===== src/rtl/ring_counter_gen.sv =====
// Parametrised ring/Johnson sequence generator with step prescaler, parallel load and status pulses.
// Optional illegal-pattern self-correction is enabled by defining RING_COUNTER_GEN_SELFCORR_EN.
module ring_counter_gen #(
    parameter int WIDTH = 8,
    parameter int DIV_W = 16
) (
    input  logic             clk_i,
    input  logic             sys_rst_n,
    input  logic             en_i,
    input  logic             mode_i,
    input  logic             dir_i,
    input  logic [DIV_W-1:0] div_i,
    input  logic             load_i,
    input  logic [WIDTH-1:0] load_val_i,
    output logic [WIDTH-1:0] counter_o,
    output logic             tick_o,
    output logic             wrap_o,
    output logic             err_o
);

    localparam logic [WIDTH-1:0] SEED    = WIDTH'(1);
    localparam logic [DIV_W-1:0] DIV_ONE = DIV_W'(1);

    logic [WIDTH-1:0] counter_q, counter_d;
    logic [DIV_W-1:0] div_cnt_q, div_cnt_d;
    logic             tick_q, tick_d;
    logic             wrap_q, wrap_d;
    logic             err_q, err_d;
    logic [WIDTH-1:0] rot;
    logic             illegal;

    always_comb begin
        unique case ({mode_i, dir_i})
            2'b00:   rot = {counter_q[WIDTH-2:0], counter_q[WIDTH-1]};
            2'b01:   rot = {counter_q[0], counter_q[WIDTH-1:1]};
            2'b10:   rot = {counter_q[WIDTH-2:0], ~counter_q[WIDTH-1]};
            default: rot = {~counter_q[0], counter_q[WIDTH-1:1]};
        endcase
    end

`ifdef RING_COUNTER_GEN_SELFCORR_EN
    localparam logic [WIDTH-2:0] ONE_L = (WIDTH-1)'(1);
    logic [WIDTH-2:0] edges;
    logic             ring_ok, john_ok;

    // Johnson legality: adjacent-bit transitions form at most a single set bit.
    always_comb begin
        edges   = counter_q[WIDTH-2:0] ^ counter_q[WIDTH-1:1];
        ring_ok = (counter_q != '0) && ((counter_q & (counter_q - SEED)) == '0);
        john_ok = (edges & (edges - ONE_L)) == '0;
        illegal = mode_i ? !john_ok : !ring_ok;
    end
`else
    assign illegal = 1'b0;
`endif

    // NOTE: every signal gets a default at the top so no path leaves it unassigned (no latch).
    always_comb begin
        counter_d = counter_q;
        div_cnt_d = div_cnt_q;
        tick_d    = 1'b0;
        wrap_d    = 1'b0;
        err_d     = 1'b0;
        if (load_i) begin
            counter_d = load_val_i;
            div_cnt_d = '0;
        end else if (en_i) begin
            if (div_cnt_q >= div_i) begin
                div_cnt_d = '0;
                tick_d    = 1'b1;
                if (illegal) begin
                    counter_d = SEED;
                    err_d     = 1'b1;
                end else begin
                    counter_d = rot;
                    wrap_d    = (rot == SEED);
                end
            end else begin
                div_cnt_d = div_cnt_q + DIV_ONE;
            end
        end
    end

    // NOTE: state flops use non-blocking assignments so all registers update together at the edge.
    always_ff @(posedge clk_i or negedge sys_rst_n) begin
        if (!sys_rst_n) begin
            counter_q <= SEED;
            div_cnt_q <= '0;
            tick_q    <= 1'b0;
            wrap_q    <= 1'b0;
            err_q     <= 1'b0;
        end else begin
            counter_q <= counter_d;
            div_cnt_q <= div_cnt_d;
            tick_q    <= tick_d;
            wrap_q    <= wrap_d;
            err_q     <= err_d;
        end
    end

    assign counter_o = counter_q;
    assign tick_o    = tick_q;
    assign wrap_o    = wrap_q;
    assign err_o     = err_q;

endmodule


===== config.mk =====
export PLATFORM = sky130hd
export DESIGN_NAME = ring_counter_gen
export DESIGN_NICKNAME = d
export VERILOG_FILES = /design/src/rtl/ring_counter_gen.sv
export SDC_FILE = /design/constraint.sdc
export NUM_CORES = 1
export LEC_CHECK = 0
export ABC_AREA = 1
export CAP_MARGIN = 10
export CORE_MARGIN = 2
export CORE_UTILIZATION = 45
export DETAILED_ROUTE_END_ITERATION = 10
export PLACE_DENSITY_LB_ADDON = 0.12
export SLEW_MARGIN = 20
export SYNTH_ARGS = -nofsm -noshare
export SYNTH_HDL_FRONTEND = slang
export SYNTH_SLANG_ARGS = --single-unit

===== constraint.sdc =====
create_clock -name clk_i -period 2.9 [get_ports clk_i]
set_clock_uncertainty 0.15 [all_clocks]
set_input_delay 0.29 -clock clk_i [delete_from_list [all_inputs] [get_ports clk_i]]
set_output_delay 0.29 -clock clk_i [all_outputs]
set_load 0.05 [all_outputs]

==> qor.yml, run 1 <==
clock_tree:
  clock-sinks: 26
  h-tree-depth: 1
  clockBufferDepth: 2
  clk_latency_ns: 0.28
  cts_buffers: 3
  clkTransAtPathRegs_ns: 0.10
  post_cts_buffers: 0
  cts_tree: "done"
  cts_root_buf: "clkbuf_8"
  cts_resized: 0
  ctsHoldBuffers: 0
power:
  p_int_mw: 0.6911
  p_per_area_nw_per_um2: 416.4
  irDropWorstVdd_uv: 224.7
  seqPwrFrac_pct: 40.9
  p_switching_mw: 0.3274
  finalPower_mw: 1.018
  p_leak_nw: 1.191
  power_frac_clock_pct: 30.9
  swShare_pct: 32.14
  comb_power_share_pct: 28.2
routing:
  drt_iter0_drc: 83
  remaining_drc_errors: 0
  wl_per_cell_um: 11.87
  vias: 1786
  ant_nets: 0
  via_per_inst: 5.059
  routed_wl_mm: 4.189
  dr.pass1.iters: 4
logic_synthesis:
  ys_types: 34
  ys_warn_count: 0
  syn_inst: 263
  synth_seq_area_share_pct: 33.70
  synth_ff_type: "dfrtp_1"
  synth_area_per_cell_um2: 7.355
  synth_common_cells: "nand2_1, inv_1, dfrtp_1, nor2_1, o21ai_0"
  syn-num-nets: 310
  synth_edf_count: 0
  synth_area_leaders: "dfrtp_1, nand2_1, ha_1, inv_1, o21ai_0"
  yosysTopAreaCell: "dfrtp_1"
  synth_top_area_share_pct: 32.34
  synth.most_common_cell: "nand2_1"
  syn_area_um2: 1934
  ys_ff_latch: 26
  postSynth.asyncResetShare_pct: 100.0
floorplan:
  io_pins: 41
  die_h_um: 69.57
  die_x_um: 69.57
  die_area_um2: 4839
  initial_core_util_pct: 47.67
  core_area_um2: 4058
  rows: 23
placement:
  place_ws_ns: 0.3696
  place_inst: 349
  routabilityCongestion: 0.8483
  portBuffers: 39
  dpl_cell_area_um2: 2375
  hpwl_mm: 3.284
global_route:
  grt_pass1_vias: 1761
  grt_max_degree: 27
  globalRouteOverflowTotal: 0
  grt_usage_pct: 18.57
  antenna_found_initial: 0
  grt_pass1_wl_mm: 7.562
setup_path:
  critical_path_buf_inv_count: 3
  arrival_ns: 2.29
  cp_max_fo: 9
  cp_slowest_cell: "clkdlybuf4s50_1"
  cpPeakStageDelay_ns: 0.46
  r2r_slack_ns: 0.76
  endpoint_kind: "flip-flop"
  cpLargestDelayFamily: "simple AND/OR/NAND/NOR gates"
  cp_cell_sequence: "clkdlybuf4s50_1 > inv_1 > ha_1 > a21oi_1 > o21ai_0 > nor2_1 > nand3_2 > nand2_2 > inv_2 > nor2_1"
  start_kind: "primary input"
  path_class: "in2reg"
  cpMostUsedCell: "nor2_1"
  cp.required_ns: 2.97
timing:
  relSlewSlack_pct: 66.38
  grt_setup_unrepaired: "false"
  slew_violations: 0
  period_share_pct: 76.66
  timing.final.crit_period_ns: 2.223
  setup_viol: 0
  fin_tns_setup_ns: 0
  tightest_slew_ns: 0.5028
  whs_ns: 0.2284
  hold_violations: 0
  fmax_mhz: 449.8
  post-route-worst-setup-slack_ns: 0.6769
cells_and_area:
  num_antenna_cells: 0
  area_growth_pct: 26.46
  register_area_um2: 651.9
  multiInputGateArea_um2: 1112
  fin_util_pct: 60.28
  fin_cells: 353
  layout-drive-gt1-share_pct: 6.601
  num-fill-cells: 388
  layout.nets: 351
  fin_area_um2: 2446
outcome:
  status: "complete, no violations"
worst_hold_path:
  min_path_type: "in2async"
run:
  drv_cap: 0
==> layout make-up <==
cell class,count,share of cell area [%]
flip-flops and latches,26,26.65
inverters,38,5.831
repair buffers,41,16.57
multi-input cells,194,45.47
clock inverters,1,1.228
well taps,50,2.558
clock buffers,3,1.688
==> registers in the layout, summed over array words and instances, names as in the netlist <==
| signal | flops |
|---|---|
| counter_o | 8 |
| div_cnt_q | 16 |
| tick_o | 1 |
| wrap_o | 1 |
==> power by group through the flow <==
stage	registers (mW)	clock network (mW)	logic (mW)
floorplan	0.481	0	0.117
global placement	0.424	0	0.285
detailed placement	0.423	0	0.290
CTS	0.417	0.313	0.291
global route	0.422	0.322	0.320
finish	0.417	0.314	0.287
==> cell usage in the layout (no fill, tap or decap), types with 2 or more instances in the layout <==
cell type,n
xor2_1,9
clkdlybuf4s50_1,39
nand2_1,74
nand3_1,15
dfrtp_1,25
xnor2_1,3
buf_4,2
nor2_4,2
nand3b_1,2
inv_2,2
inv_1,36
nand3_2,2
o22ai_1,4
ha_1,17
o21bai_1,2
a21oi_1,10
clkbuf_8,3
nor2_1,19
o21ai_0,18
nand4_1,4
==> per-layer routing <==
layer | up-vias | part of all wire (%) | global-route usage, %
met3 | 5 | 3.4 | 1.599
met1 | 824 | 48 | 24.47
met4 | 0 | 0.79 | 4.575
met5 | - | 0 | 0
met2 | 36 | 47 | 32.80
li1 | 921 | - | -
==> cells by family after synthesis <==
logic type	share of synthesized area, %
other	0.1939
AOI/OAI and AO/OA	10.41
muxes	0.5175
DFF	33.70
buffers and inverters	8.797
xor gates and xnor gates	6.275
adders and majority gates	11.00
and+or+nand+nor	29.11
==> final timing paths <==
path | start | depth (start not counted) | end
hold reg to reg | counter_o[0] | 2 | counter_o[0]
min in group clk_i | counter_o[0] | 2 | counter_o[0]
max in group asynchronous | sys_rst_n | 2 | counter_o[0]
setup / recovery | div_i[15] | 10 | div_cnt_q[0]
hold / removal | sys_rst_n | 2 | div_cnt_q[12]
setup reg to reg | div_cnt_q[15] | 8 | div_cnt_q[0]
(Power assumes the default switching activity.)
==> inputs of run 2 (changes only) <==
clock period = 2.3 ns   (was 2.9 ns; I/O delays follow)
==> run 2 against run 1 <==
Compared with the run above: worst hold slack lost 0.058 ns; largest power group unchanged; sequential power grew 27%; final cell count grew 1.4%; final area grew 1.5%; utilization grew 0.93 points; non-clock buffer count grew 5; highest routed layer unchanged.
==> qor.yml, run 2 (synthesis gave the netlist of run 1 again) <==
global_route:
  grt_pass1_wl_mm: 7.555  # was 7.562 mm
  grt_usage_pct: 19.07  # was 18.57%
  grt_pass1_vias: 1756  # was 1761
  grt_max_degree: 27  # unchanged
  globalRouteOverflowTotal: 0  # unchanged
  antenna_found_initial: 0  # unchanged
clock_tree:
  clkTransAtPathRegs_ns: 0.09  # was 0.10 ns
  cts_root_buf: "clkbuf_8"  # unchanged
  clock-sinks: 26  # unchanged
  post_cts_buffers: 0  # unchanged
  ctsHoldBuffers: 0  # unchanged
  clockBufferDepth: 2  # unchanged
  clk_latency_ns: 0.27  # was 0.28 ns
  cts_buffers: 3  # unchanged
  cts_tree: "done"  # unchanged
  h-tree-depth: 1  # unchanged
  cts_resized: 0  # unchanged
placement:
  place_ws_ns: 0.06879  # was 0.3696 ns
  hpwl_mm: 3.361  # was 3.284 mm
  routabilityCongestion: 0.8578  # was 0.8483
  portBuffers: 39  # unchanged
routing:
  wl_per_cell_um: 11.61  # was 11.87 um
  ant_nets: 0  # unchanged
  via_per_inst: 4.916  # was 5.059
  remaining_drc_errors: 0  # unchanged
  vias: 1760  # was 1786
  routed_wl_mm: 4.156  # was 4.189 mm
  dr.pass1.iters: 4  # unchanged
  drt_iter0_drc: 78  # was 83
floorplan:
  core_area_um2: 4058  # unchanged
  die_x_um: 69.57  # unchanged
  die_area_um2: 4839  # unchanged
  initial_core_util_pct: 47.67  # unchanged
  rows: 23  # unchanged
  die_h_um: 69.57  # unchanged
  io_pins: 41  # unchanged
timing:
  whs_ns: 0.1702  # was 0.2284 ns
  setup_viol: 0  # unchanged
  grt_setup_unrepaired: "false"  # unchanged
  slew_violations: 0  # unchanged
  period_share_pct: 89.24
  fin_tns_setup_ns: 0  # unchanged
  fmax_mhz: 487.2
  tightest_slew_ns: 0.5057  # was 0.5028 ns
  post-route-worst-setup-slack_ns: 0.2475  # was 0.6769 ns
  relSlewSlack_pct: 66.18  # was 66.38%
  timing.final.crit_period_ns: 2.053
  hold_violations: 0  # unchanged
cells_and_area:
  final_common_cell: "nand2_1"  # unchanged
  area_growth_pct: 28.40  # was 26.46%
  layout.nets: 356  # was 351
  layout_common_cells: "nand2_1, clkdlybuf4s50_1, inv_1"  # unchanged
  num_antenna_cells: 0  # unchanged
  fin_util_pct: 61.21  # was 60.28%
  largest_reg_flops: 16  # unchanged
  layout-drive-gt1-share_pct: 8.117  # was 6.601%
  regMostFlops: "div_cnt_q"  # unchanged
setup_path:
  cp_slowest_cell: "clkdlybuf4s50_1"  # unchanged
  cpLargestDelayFamily: "buffers and inverters"  # was simple AND/OR/NAND/NOR gates
  cp_max_fo: 4  # was 9
  cpPeakStageDelay_ns: 0.81  # was 0.46 ns
  cp.required_ns: 1.92  # was 2.97 ns
  r2r_start: "div_cnt_q[11]"  # was div_cnt_q[15]
  crit_start: "counter_o[0]"  # was div_i[15]
  critical_path_buf_inv_count: 1  # was 3
  start_kind: "flip-flop"  # was primary input
  endpoint_kind: "primary output"  # was flip-flop
  arrival_ns: 1.67  # was 2.29 ns
  path_class: "reg2out"  # was in2reg
  cp_cell_sequence: "clkdlybuf4s50_1"  # was clkdlybuf4s50_1 > inv_1 > ha_1 > a21oi_1 > o21ai_0 > nor2_1 > nand3_2 > nand2_2 > inv_2 > nor2_1
worst_hold_path:
  min_path_type: "in2async"  # unchanged
power:
  irDropWorstVdd_uv: 368.2  # was 224.7 uV
  p_per_area_nw_per_um2: 512.8  # was 416.4 nW/um^2
  p_leak_nw: 1.215  # was 1.191 nW
run:
  drv_cap: 0  # unchanged
outcome:
  status: "complete, no violations"  # unchanged
-- run 2: cell types whose count changed in the layout (fill, tap and decap cells not counted) --
cell and delta:
buf_4 +5
-- run 2: report_power, final --
group	switching, mW	internal, mW	total, mW
Clock	0.145	0.233	0.378
Sequential	0.0396	0.490	0.530
Combinational	0.213	0.153	0.366
-- run 2: per-stage QoR --
stage	total power, mW	instances	instance area [um^2]
4_1_cts	1.288	358	2484
2_1_floorplan	0.7531	263	1934
5_1_grt	1.353	358	2484
3_3_place_gp	0.9063	354	2412
6_report	1.274	358	2484
3_5_place_dp	0.9076	354	2412
-- run 2: metal layers --
| metal | up-vias | track usage [%] | part of all wire (%) |
|---|---|---|---|
| met4 | 0 | 4.357 | 0.46 |
| met1 | 782 | 24.52 | 48 |
| met3 | 2 | 3.052 | 4.0 |
| met5 | - | 0 | 0 |
| met2 | 42 | 33.55 | 48 |
| li1 | 934 | - | - |
-- run 2: final timing paths --
path                                 end  slack (ns)  cells past startpoint
hold / removal             div_cnt_q[14]        0.17                      2
hold reg to reg             counter_o[0]        0.36                      2
min in group clk_i          counter_o[0]        0.36                      2
max in group asynchronous   counter_o[0]        1.53                      2
setup / recovery            counter_o[0]        0.25                      1
setup reg to reg           div_cnt_q[14]        0.40                      8
-- run 2: layout make-up --
class | instances | area [um^2]
Fill cell | 380 | 1574
Multi-Input combinational cell | 194 | 1112
Sequential cell | 26 | 651.9
Timing Repair Buffer | 46 | 442.9
Inverter | 38 | 142.6
Tap cell | 50 | 62.56
Clock buffer | 3 | 41.29
Clock inverter | 1 | 30.03
==> inputs of run 3 (changes only) <==
ABC_CLOCK_PERIOD_IN_PS = 2300   (was not set)
CORE_UTILIZATION = 25   (was 45)
==> run 3 against run 2 <==
Compared with the run above: sequential share of layout area shrank 0.75 points; power grew 0.87%; final area grew 2.9%; via count shrank 0.91%; routed wire length grew 15%; maximum frequency is essentially flat; final cell count grew 15%; global-route usage shrank 7.4 points.
==> qor.yml, run 3 (synthesis gave the netlist of run 1 again) <==
power:
  swShare_pct: 31.77  # was 31.26%
  comb_power_share_pct: 28.9  # was 28.7%
  p_int_mw: 0.8766  # was 0.8756 mW
  p_leak_nw: 1.220  # was 1.215 nW
  p_per_area_nw_per_um2: 502.6  # was 512.8 nW/um^2
  p_switching_mw: 0.4082  # was 0.3981 mW
  power_frac_clock_pct: 29.9  # was 29.7%
  irDropWorstVdd_uv: 324.1  # was 368.2 uV
  seqPwrFrac_pct: 41.2  # was 41.6%
cells_and_area:
  layout_common_cells: "nand2_1, clkdlybuf4s50_1, inv_1"  # unchanged
  regMostFlops: "div_cnt_q"  # unchanged
  area_growth_pct: 32.15  # was 28.40%
  largest_reg_flops: 16  # unchanged
  num_antenna_cells: 0  # unchanged
  layout-drive-gt1-share_pct: 8.414  # was 8.117%
  final_common_cell: "nand2_1"  # unchanged
  num-fill-cells: 842  # was 380
  layout.nets: 357  # was 356
setup_path:
  arrival_ns: 1.67  # about the same
  cp_max_fo: 4  # unchanged
  endpoint: "counter_o[0]"  # unchanged
  r2r_start: "div_cnt_q[15]"  # was div_cnt_q[11]
  critical_path_buf_inv_count: 1  # unchanged
  cp.depth: 1  # unchanged
  timing.rr.end: "div_cnt_q[14]"  # unchanged
  cpLargestDelayFamily: "buffers and inverters"  # unchanged
  cp_cell_sequence: "clkdlybuf4s50_1"  # unchanged
  cp_slowest_cell: "clkdlybuf4s50_1"  # unchanged
  cpPeakStageDelay_ns: 0.82  # was 0.81 ns
  crit_start: "counter_o[0]"  # unchanged
  cp.required_ns: 1.92  # about the same
  r2r_slack_ns: 0.27  # was 0.40 ns
  start_kind: "flip-flop"  # unchanged
  path_class: "reg2out"  # unchanged
  endpoint_kind: "primary output"  # unchanged
  ff2ff_path_depth: 8  # unchanged
global_route:
  gr-usage-met1_pct: 16.81  # was 24.52%
  met2_usage_pct: 18.75  # was 33.55%
  busiest_layer: "met2"  # unchanged
  groute.layer.met3.usage_pct: 1.479  # was 3.052%
  grt_max_degree: 27  # unchanged
  grt_usage_pct: 11.68  # was 19.07%
  grt_pass1_wl_mm: 8.045  # was 7.555 mm
  grt_pass1_vias: 1710  # was 1756
  antenna_found_initial: 0  # unchanged
  globalRouteOverflowTotal: 0  # unchanged
clock_tree:
  cts_buffers: 3  # unchanged
  h-tree-depth: 1  # unchanged
  ctsHoldBuffers: 0  # unchanged
  cts_tree: "done"  # unchanged
  clkTransAtPathRegs_ns: 0.10  # was 0.09 ns
  clk_latency_ns: 0.27  # about the same
  clock-sinks: 26  # unchanged
  cts_root_buf: "clkbuf_8"  # unchanged
  clockBufferDepth: 2  # unchanged
  post_cts_buffers: 0  # unchanged
  cts_resized: 0  # unchanged
routing:
  via_per_inst: 4.243  # was 4.916
  remaining_drc_errors: 0  # unchanged
  vias: 1744  # was 1760
  routed_wl_mm: 4.772  # was 4.156 mm
  ant_nets: 0  # unchanged
  dr.pass1.iters: 4  # unchanged
  drt_iter0_drc: 62  # was 78
  wl_per_cell_um: 11.61  # about the same
floorplan:
  initial_core_util_pct: 25.43  # was 47.67%
  die_h_um: 91.96  # was 69.57 um
  core_area_um2: 7607  # was 4058 um^2
  io_pins: 41  # unchanged
  rows: 32  # was 23
  die_area_um2: 8457  # was 4839 um^2
  die_x_um: 91.96  # was 69.57 um
timing:
  setup_viol: 0  # unchanged
  timing.final.crit_period_ns: 2.054  # was 2.053 ns
  fmax_mhz: 486.8  # was 487.2 MHz
  tightest_slew_ns: 0.5056  # was 0.5057 ns
  whs_ns: 0.1742  # was 0.1702 ns
  post-route-worst-setup-slack_ns: 0.2458  # was 0.2475 ns
  hold_violations: 0  # unchanged
  relSlewSlack_pct: 66.19  # was 66.18%
  grt_setup_unrepaired: "false"  # unchanged
  slew_violations: 0  # unchanged
  period_share_pct: 89.31  # was 89.24%
placement:
  portBuffers: 39  # unchanged
  hpwl_mm: 3.810  # was 3.361 mm
  place_ws_ns: -0.06964  # was 0.06879 ns
  routabilityCongestion: 0.7707  # was 0.8578
run:
  drv_cap: 0  # unchanged
outcome:
  status: "complete, no violations"  # unchanged
worst_hold_path:
  min_path_type: "in2async"  # unchanged
## run 3: changes by cell type in the layout (fill, tap and decap cells not counted), sizes merged
cell and delta:
buf +1
## run 3: final cells by class
class	instances	area, um^2	share of cell area [%]
Clock buffer	3	41.29	1.615
Tap cell	102	127.6	4.993
Inverter	38	142.6	5.580
Sequential cell	26	651.9	25.50
Multi-Input combinational cell	194	1112	43.51
Clock inverter	1	30.03	1.175
Timing Repair Buffer	47	450.4	17.62
## run 3: how the worst min path moves through the flow
stage | startpoint | depth (start not counted) | slack [ns] | endpoint
floorplan | sys_rst_n | 0 | -0.22 | counter_o[1]
global placement | counter_o[0] | 2 | 0.35 | counter_o[0]
detailed placement | counter_o[0] | 2 | 0.34 | counter_o[0]
CTS | sys_rst_n | 2 | 0.20 | div_cnt_q[14]
global route | sys_rst_n | 2 | 0.20 | div_cnt_q[14]
finish | sys_rst_n | 2 | 0.17 | div_cnt_q[14]
## run 3: per-layer routing
metal	share of wire, %	vias up
met3	2.4	2
met2	45	22
li1	-	932
met5	0	-
met4	0.84	0
met1	52	788
## run 3: power groups by stage
stage               clock (mW)  combinational (mW)  sequential, mW
finish                   0.384               0.371           0.530
detailed placement           0               0.375           0.540
global placement             0               0.378           0.542
floorplan                    0               0.147           0.606
CTS                      0.395               0.376           0.531
global route             0.416               0.412           0.537
## run 3: stage by stage
stage                     setup TNS (ns)  util [%]  area (um^2)  total power [mW]  cells
after CTS                              0     33.60         2556             1.302    411
after global placement          -0.03856     32.66         2485            0.9199    407
final                                  0     33.60         2556             1.285    411
after detailed placement         -0.3466     32.66         2485            0.9144    407
after global routing                   0     33.60         2556             1.365    411
after floorplan                        0         -         1934            0.7531    263
